File: src/rtl/ascon_serial_ctrl.sv
// Job sequencer for the bit-serial Ascon core: parallel capture, serial load
// with fresh masking randomness, start/ready handshakes with timeout, and
// serial-to-parallel readout of ciphertext, tags, plaintext and auth result.
module ascon_serial_ctrl #(
  parameter int K         = 128,
  parameter int L         = 40,
  parameter int Y         = 40,
  parameter int START_CYC = 5,
  parameter int GAP_CYC   = 4,
  parameter int TIMEOUT   = 4096
) (
  input  logic                        clk,
  input  logic                        rst,
  input  logic                        cmd_valid,
  input  logic                        cmd_dec,
  input  logic [K-1:0]                key_in,
  input  logic [127:0]                nonce_in,
  input  logic [((L > 0) ? L : 1)-1:0] ad_in,
  input  logic [((Y > 0) ? Y : 1)-1:0] pt_in,
  input  logic [20:0]                 rnd_in,
  output logic [2:0]                  keyxSO,
  output logic [2:0]                  noncexSO,
  output logic [2:0]                  associated_dataxSO,
  output logic [2:0]                  plain_textxSO,
  output logic [6:0]                  r_64xSO,
  output logic [2:0]                  r_128xSO,
  output logic [2:0]                  r_ptxSO,
  output logic                        enc_startxSO,
  output logic                        dec_startxSO,
  input  logic                        cipher_textxSI,
  input  logic                        tagxSI,
  input  logic                        plain_textxSI,
  input  logic                        dec_tagxSI,
  input  logic                        enc_readyxSI,
  input  logic                        dec_readyxSI,
  input  logic                        auth_xSI,
  output logic [((Y > 0) ? Y : 1)-1:0] ct_out,
  output logic [127:0]                tag_out,
  output logic [((Y > 0) ? Y : 1)-1:0] pt_out,
  output logic [127:0]                dec_tag_out,
  output logic                        auth_ok,
  output logic                        busy,
  output logic                        done,
  output logic                        timeout_err
);

  localparam int LW   = (L > 0) ? L : 1;
  localparam int YW   = (Y > 0) ? Y : 1;
  localparam int MAX1 = (K > TIMEOUT) ? K : TIMEOUT;
  localparam int CMAX = (MAX1 > START_CYC + GAP_CYC) ? MAX1 : START_CYC + GAP_CYC;
  localparam int CW   = $clog2(CMAX + 1);

  localparam logic [CW-1:0] K_LAST     = CW'(K - 1);
  localparam logic [CW-1:0] START_LEN  = CW'(START_CYC);
  localparam logic [CW-1:0] START_LAST = CW'(START_CYC - 1);
  localparam logic [CW-1:0] GAP_LAST   = CW'(GAP_CYC - 1);
  localparam logic [CW-1:0] TO_LAST    = CW'(TIMEOUT - 1);

  typedef enum logic [3:0] {
    IDLE, LOAD, WAIT_ENC, GAP_ENC, READ_ENC, WAIT_DEC, GAP_DEC, READ_DEC, DONE
  } stateT;

  stateT          state, nextState;
  logic [CW-1:0]  cnt;
  logic           readySeen;
  logic           timeoutHit;
  logic           decMode;
  logic           doneR;
  logic           timeoutErr;
  logic [K-1:0]   keySh;
  logic [127:0]   nonceSh;
  logic [LW-1:0]  adSh;
  logic [YW-1:0]  ptSh;
  logic [YW-1:0]  ctR, ptR;
  logic [127:0]   tagR, decTagR;
  logic           authR;
  logic           encReady;
  logic           adBit, ptBit;

  // Job fields are consumed MSB first by shifting; zeros fill in behind, so
  // a field shorter than K naturally reads as 0 once it has been emptied.
  assign adBit    = (L > 0) ? adSh[LW-1] : 1'b0;
  assign ptBit    = (Y > 0) ? ptSh[YW-1] : 1'b0;
  assign encReady = readySeen | enc_readyxSI;

  assign ct_out      = ctR;
  assign tag_out     = tagR;
  assign pt_out      = ptR;
  assign dec_tag_out = decTagR;
  assign auth_ok     = authR;
  assign busy        = (state != IDLE);
  assign done        = doneR;
  assign timeout_err = timeoutErr;

  // State register.
  always_ff @(posedge clk or posedge rst) begin
    if (rst) state <= IDLE;
    else     state <= nextState;
  end

  // Next-state decode and core-facing outputs.
  always_comb begin
    nextState          = state;
    timeoutHit         = 1'b0;
    keyxSO             = '0;
    noncexSO           = '0;
    associated_dataxSO = '0;
    plain_textxSO      = '0;
    r_64xSO            = '0;
    r_128xSO           = '0;
    r_ptxSO            = '0;
    enc_startxSO       = 1'b0;
    dec_startxSO       = 1'b0;
    case (state)
      IDLE: if (cmd_valid) nextState = LOAD;
      LOAD: begin
        r_128xSO           = rnd_in[20:18];
        r_ptxSO            = rnd_in[17:15];
        r_64xSO            = rnd_in[14:8];
        keyxSO             = {rnd_in[7:6], keySh[K-1]};
        associated_dataxSO = {rnd_in[5:4], adBit};
        plain_textxSO      = {rnd_in[3:2], ptBit};
        noncexSO           = {rnd_in[1:0], nonceSh[127]};
        if (cnt == K_LAST) nextState = WAIT_ENC;
      end
      WAIT_ENC: begin
        enc_startxSO = (cnt < START_LEN);
        // An early ready is remembered so the start pulse always runs full length.
        if (encReady && cnt >= START_LAST) nextState = GAP_ENC;
        else if (!encReady && cnt == TO_LAST) begin
          timeoutHit = 1'b1;
          nextState  = IDLE;
        end
      end
      GAP_ENC: if (cnt == GAP_LAST) nextState = READ_ENC;
      READ_ENC: if (cnt == K_LAST) nextState = decMode ? WAIT_DEC : DONE;
      WAIT_DEC: begin
        dec_startxSO = 1'b1;
        if (dec_readyxSI) nextState = GAP_DEC;
        else if (cnt == TO_LAST) begin
          timeoutHit = 1'b1;
          nextState  = IDLE;
        end
      end
      GAP_DEC: begin
        dec_startxSO = 1'b1;
        if (cnt == GAP_LAST) nextState = READ_DEC;
      end
      READ_DEC: begin
        dec_startxSO = 1'b1;
        if (cnt == K_LAST) nextState = DONE;
      end
      DONE: nextState = IDLE;
      default: nextState = IDLE;
    endcase
  end

  // Counters, job capture/shift, result deserialisation and status flags.
  always_ff @(posedge clk or posedge rst) begin
    if (rst) begin
      cnt        <= '0;
      readySeen  <= 1'b0;
      decMode    <= 1'b0;
      doneR      <= 1'b0;
      timeoutErr <= 1'b0;
      keySh      <= '0;
      nonceSh    <= '0;
      adSh       <= '0;
      ptSh       <= '0;
      ctR        <= '0;
      ptR        <= '0;
      tagR       <= '0;
      decTagR    <= '0;
      authR      <= 1'b0;
    end else begin
      if (state == IDLE || nextState != state) cnt <= '0;
      else                                     cnt <= cnt + CW'(1);

      if (nextState != state)                         readySeen <= 1'b0;
      else if (state == WAIT_ENC && enc_readyxSI)     readySeen <= 1'b1;

      doneR <= timeoutHit || (nextState == DONE);
      if (timeoutHit) timeoutErr <= 1'b1;

      case (state)
        IDLE: if (cmd_valid) begin
          keySh      <= key_in;
          nonceSh    <= nonce_in;
          adSh       <= ad_in;
          ptSh       <= pt_in;
          decMode    <= cmd_dec;
          timeoutErr <= 1'b0;
        end
        LOAD: begin
          keySh   <= keySh << 1;
          nonceSh <= nonceSh << 1;
          adSh    <= adSh << 1;
          ptSh    <= ptSh << 1;
        end
        READ_ENC: begin
          for (int unsigned j = 0; j < 128; j++)
            if (cnt == CW'(j)) tagR[j] <= tagxSI;
          for (int unsigned j = 0; j < YW; j++)
            if (Y > 0 && cnt == CW'(j)) ctR[j] <= cipher_textxSI;
        end
        READ_DEC: begin
          for (int unsigned j = 0; j < 128; j++)
            if (cnt == CW'(j)) decTagR[j] <= dec_tagxSI;
          for (int unsigned j = 0; j < YW; j++)
            if (Y > 0 && cnt == CW'(j)) ptR[j] <= plain_textxSI;
          if (cnt == K_LAST) authR <= auth_xSI;
        end
        default: ;
      endcase
    end
  end

endmodule
File: config.mk
export PLATFORM = sky130hd
export DESIGN_NAME = ascon_serial_ctrl
export DESIGN_NICKNAME = d
export VERILOG_FILES = /design/src/rtl/ascon_serial_ctrl.sv
export SDC_FILE = /design/constraint.sdc
export NUM_CORES = 2
export LEC_CHECK = 0
export ABC_AREA = 0
export BUFFER_PORTS_ARGS = -buffer_cell sky130_fd_sc_hd__buf_4
export CAP_MARGIN = 15
export CORE_AREA = 2 2 287 289
export CTS_BUF_LIST = sky130_fd_sc_hd__clkbuf_16
export DETAILED_ROUTE_END_ITERATION = 6
export DIE_AREA = 0 0 289 291
export RECOVER_POWER = 50
export SYNTH_ARGS = -nofsm -noshare
export SYNTH_HDL_FRONTEND = slang
export SYNTH_SLANG_ARGS = --single-unit
File: constraint.sdc
create_clock -name clk -period 25.6 [get_ports clk]
set_clock_uncertainty 0.1 [all_clocks]
set_input_delay 1.28 -clock clk [delete_from_list [all_inputs] [get_ports clk]]
set_output_delay 1.28 -clock clk [all_outputs]
set_load 0.01 [all_outputs]
# Yosys cells after proc, flatten, opt, wreduce, memory -nomap -nowiden
# Index checks and enable logic that the tools add are counted.
[totals]
reg_bits = 694
latch_bits = 0
mem_bits_rw = 0
rom_bits = 0
output_inout_bits = 367
mem_count = 0
[classes]
n_addsub = 1
n_mul = 0
div_mod_pow = 0
magnitude_cmp = 2
eq_ne = 138
n_shift = 0
n_mux = 40
n_bitwise = 1
reduce_logical = 270
[op_table]
columns = ["operator", "count"]
rows = [
  ["$eq 13x7->1 const B", 64],
  ["$reduce_and 2->1", 258],
  ["$pmux 128 s2", 2],
  ["$eq 13x6->1 const B", 32],
  ["$mux 128", 2],
  ["$eq 13x5->1 const B", 16],
  ["$pmux 40 s2", 2],
  ["$eq 13x4->1 const B", 8],
  ["$mux 40", 2],
  ["$eq 13x3->1 const B", 4],
  ["$mux 4", 11],
  ["$pmux 4 s8", 1],
  ["$eq 13x2->1 const B", 2],
  ["$mux 3", 6],
  ["$eq 4x3->1 const B", 4],
  ["$add 13x1->13 const B", 1],
  ["$eq 13x1->1 const B", 1],
  ["$eq 13x12->1 const B", 1],
  ["$ge 13x3->1 const B", 1],
  ["$logic_not 13->1", 1],
  ["$lt 13x3->1 const B", 1],
  ["$mux 13", 1],
  ["$mux 1", 11],
  ["$eq 4x2->1 const B", 2],
  ["14 further kinds", 18],
]

# Longest topological paths before layout
[depth]
depth_word = 9
mapped_depth = 9
mapped_depth_nobuf = 7

# Worst setup path after synthesis
# Ideal clock, no wire load.
[synth_path]
path_kind = "register to output"
from = "reg state[1]"
to = "out associated_dataxSO[0]"
arrival_ns = 1.920
setup_slack_ns = 22.300
path_stages_with_launch = 8
n_path_buf = 4
cell_sequence = "dfrtp_1 buf_2 nand2b_1 nor3_2 buf_2 clkbuf_1 clkbuf_1 and2_1"
[synth_between]
elab_chain_cells = 2
[synth_rtl]
columns = ["item", "line", "rtl"]
rows = [
  ["from (decl)", "63", "stateT state, nextState;"],
  ["from (signal assigned)", "98", "else state <= nextState;"],
  ["$eq 4x1->1", "114", "case (state)"],
  ["$mux 3", "114", ""],
  ["to (decl)", "23", "output logic [2:0] associated_dataxSO,"],
]
# No other way between the ends.

==> results.toml <==
[floorplan]
core_area_sq_mm = 0.08119
die_x_microns = 289
dieHeight_microns = 291
start_util = 0.3741
die_area_sq_mm = 0.08410
row_count = 105
io_pins = 735

[synthesis]
ys_ff_latch = 694
yosys_warnings = 0
async_reset_ff_frac = 1.000
synth_cells = 2678
ys_seq_area_frac = 0.5718
synth.distinct_cells = 45
yosys-top-cells-area = "dfrtp_1 (57%), mux2_2 (12%), mux2i_1 (11%)"
synth_edf_count = 0
syn_nets = 3050
yosys.area.top_type = "dfrtp_1"
yosys.area_share.simple = 0.1019
synth_area_sq_mm = 0.03037
synth_top_family_by_area = "multiplexers"
synth_top_area_share = 0.5718
synth-xor-area-share = 0.003460
synthTopCellsByCount = "dfrtp_1 (694), nand2_1 (383), mux2_2 (337), o21ai_0 (335), mux2i_1 (332)"
yosysMostFrequentCell = "dfrtp_1"
synthFlopType = "dfrtp_1"
synth_mux_area_frac = 0.2348
synth_area_per_cell_sq_um = 11.34
synthAdderAreaFrac = 0.001648
synth-compound-area-share = 0.05912

[critical_path]
worstPathRequired_ns = 24.36
endpoint = "adSh[20]$_DFFE_PP0P_"
critPathCaptureType = "asynchronous set/reset pin"
r2r-start = "state[3]$_DFF_PP0_"
worstPathArrival_ns = 10.22
startpoint_type = "input port"
r2r_end = "adSh[2]$_DFFE_PP0P_"
path_max_fanout = 141
reg2regPathDepth = 7
cp-startpoint = "rst"
r2r_slack_ns = 18.75
critPathKind = "input port to asynchronous set/reset pin"

[cts]
cts-buffers-inserted = 78
clk_pin_slew_ns = 0.06
cts_htree_levels = 3
holdBufCountCts = 0
clkLatencyLatePin_ns = 0.61
clkSinkCount = 694
post_cts_buffers = 0
cts_resized = 0
cts_tree = "built"
cts_root_buf = "clkbuf_16"
cts.path.max_buffers = 3

[cells_and_area]
areaGrowthSynthToFinish_pct = 24.49
drive_gt1_frac = 0.2561
final_cell_area_sq_mm = 0.03781
nets = 3698
finish.utilization = 0.4657
final_cells = 4461

[placed_design]
portBuffers = 734
gp_congestion = 0.7985
placed_area_sq_mm = 0.03670
place_hpwl_microns = 64040
dp_cells = 4316

[timing]
tns_ns = 0
max_freq_mhz = 87.26
finalHoldViolCount = 0
finalSetupViolCount = 0
slew_viol_final = 481
grt_setup_unrepaired = "false"
period_needed_ns = 11.46
tightest_slew_ns = 7.457
slew_headroom = -3.971
post-route-period-util = 0.4476

[run_status]
violations = "max-capacitance violations, max-slew violations"
status = "finished with violations"

[power_and_ir_drop]
power.internal_mw = 1.768
irDropWorstVdd_uv = 49.10
power_frac_clock = 0.473
p_leak_nw = 14.84
p_seq_frac = 0.485
combPwrFrac = 0.042
power_density_mw_per_mm2 = 60.51
p_sw_frac = 0.2273
power.switching_mw = 0.5200

[global_routing]
grt_max_degree = 250
overflow = 0
antenna_found_initial = 18
grt_pass1_vias = 22110
grt_pass1_wl_microns = 138900
grt_use_total = 0.2164

[routing]
via_count = 22240
drt_wl_total_microns = 93540
drc = 0
vias_per_cell = 4.985
drt_iter0_drc = 1356
firstDrtPassIters = 5
wl_per_cell_microns = 20.97
ant_nets = 0

[job]
drv_cap = 7

[min_path]
hp-class = "flip-flop to flip-flop"
## area by class of cell
type                       instances  area (sq um)
antenna                            9         22.52
clock buffer                      80          2002
clock inverter                    56         439.2
fill                            7915         43380
inverter                           8         31.28
multi-input combinational       1784         12150
sequential                       694         17370
tap                             1070          1339
timing repair buffer             760          4464
## cell usage in the layout (no fill, tap or decap), types with 3 or more instances in the layout
master,instances
nor2_1,266
inv_1,27
mux2i_1,332
clkbuf_16,80
ha_1,4
xor2_1,4
clkbuf_1,344
nand4_1,6
xnor2_1,8
and2_1,26
nand3_1,12
nand2_1,383
buf_4,411
or2_2,3
mux2_2,336
bufinv_16,5
clkinv_2,7
clkinvlp_4,3
a21oi_1,7
nor4_1,7
clkinv_1,15
nand2b_1,5
diode_2,9
dfrtp_1,694
nor2b_1,5
nor3_1,17
nor4_2,3
buf_12,4
o21ai_0,335
## worst min path at each step
stage / start / slack, ns / depth (start not counted) / endpoint
detailed placement: keySh[84]$_DFFE_PP0P_ / 0.36 / 2 / keySh[85]$_DFFE_PP0P_
global placement: nonceSh[6]$_DFFE_PP0P_ / 0.36 / 2 / nonceSh[7]$_DFFE_PP0P_
floorplan: adSh[9]$_DFFE_PP0P_ / 0.35 / 2 / adSh[10]$_DFFE_PP0P_
finish: ptSh[22]$_DFFE_PP0P_ / 0.37 / 2 / ptSh[23]$_DFFE_PP0P_
CTS: adSh[24]$_DFFE_PP0P_ / 0.37 / 2 / adSh[25]$_DFFE_PP0P_
global route: nonceSh[27]$_DFFE_PP0P_ / 0.38 / 2 / nonceSh[28]$_DFFE_PP0P_
## registers in the layout, indices dropped and copies added, names as in the netlist, 4 cells and up
signal	flops
tag_out	128
adSh	40
state	4
ct_out	40
cnt	13
keySh	128
dec_tag_out	128
ptSh	40
nonceSh	128
pt_out	40
## worst max-delay path: stages
cell and delay (ns):
clkbuf_4 0.11, clkinvlp_2 3.03, clkbuf_1 5.41
## per-layer routing
metal  track usage  routed length [microns]  vias up
met5             0                      122        -
met1        0.2686                    38560    10970
met4       0.09517                     4015       18
li1              -                        -    10440
met3       0.05807                     6393      194
met2        0.3525                    44460      611
## per-stage QoR
| stage | setup slack, ns | total power, mW | hold WS, ns |
|---|---|---|---|
| 4_1_cts | 20.52 | 2.323 | 0.3712 |
| 5_1_grt | 11.91 | 2.366 | 0.3849 |
| 3_3_place_gp | 20.45 | 1.233 | 0.3559 |
| 2_1_floorplan | 4.760 | 1.162 | 0.3492 |
| 3_5_place_dp | 20.45 | 1.234 | 0.3643 |
| 6_report | 14.14 | 2.288 | 0.3703 |
## power groups by stage
stage                     Combinational, mW  Clock, mW  Sequential, mW
after floorplan                      0.0290          0            1.13
after global placement                0.105          0            1.13
after detailed placement              0.105          0            1.13
after CTS                             0.105       1.11            1.11
after global routing                  0.106       1.15            1.11
final                                0.0963       1.08            1.11
## logic make-up after synthesis
logic type | Yosys count
and+or+nand+nor | 747
DFF | 694
AOI/OAI and AO/OA | 351
muxes | 670
xor gates and xnor gates | 12
buffers and inverters | 200
adders and majority gates | 4
No activity file was read; power rests on OpenSTA's default activity.
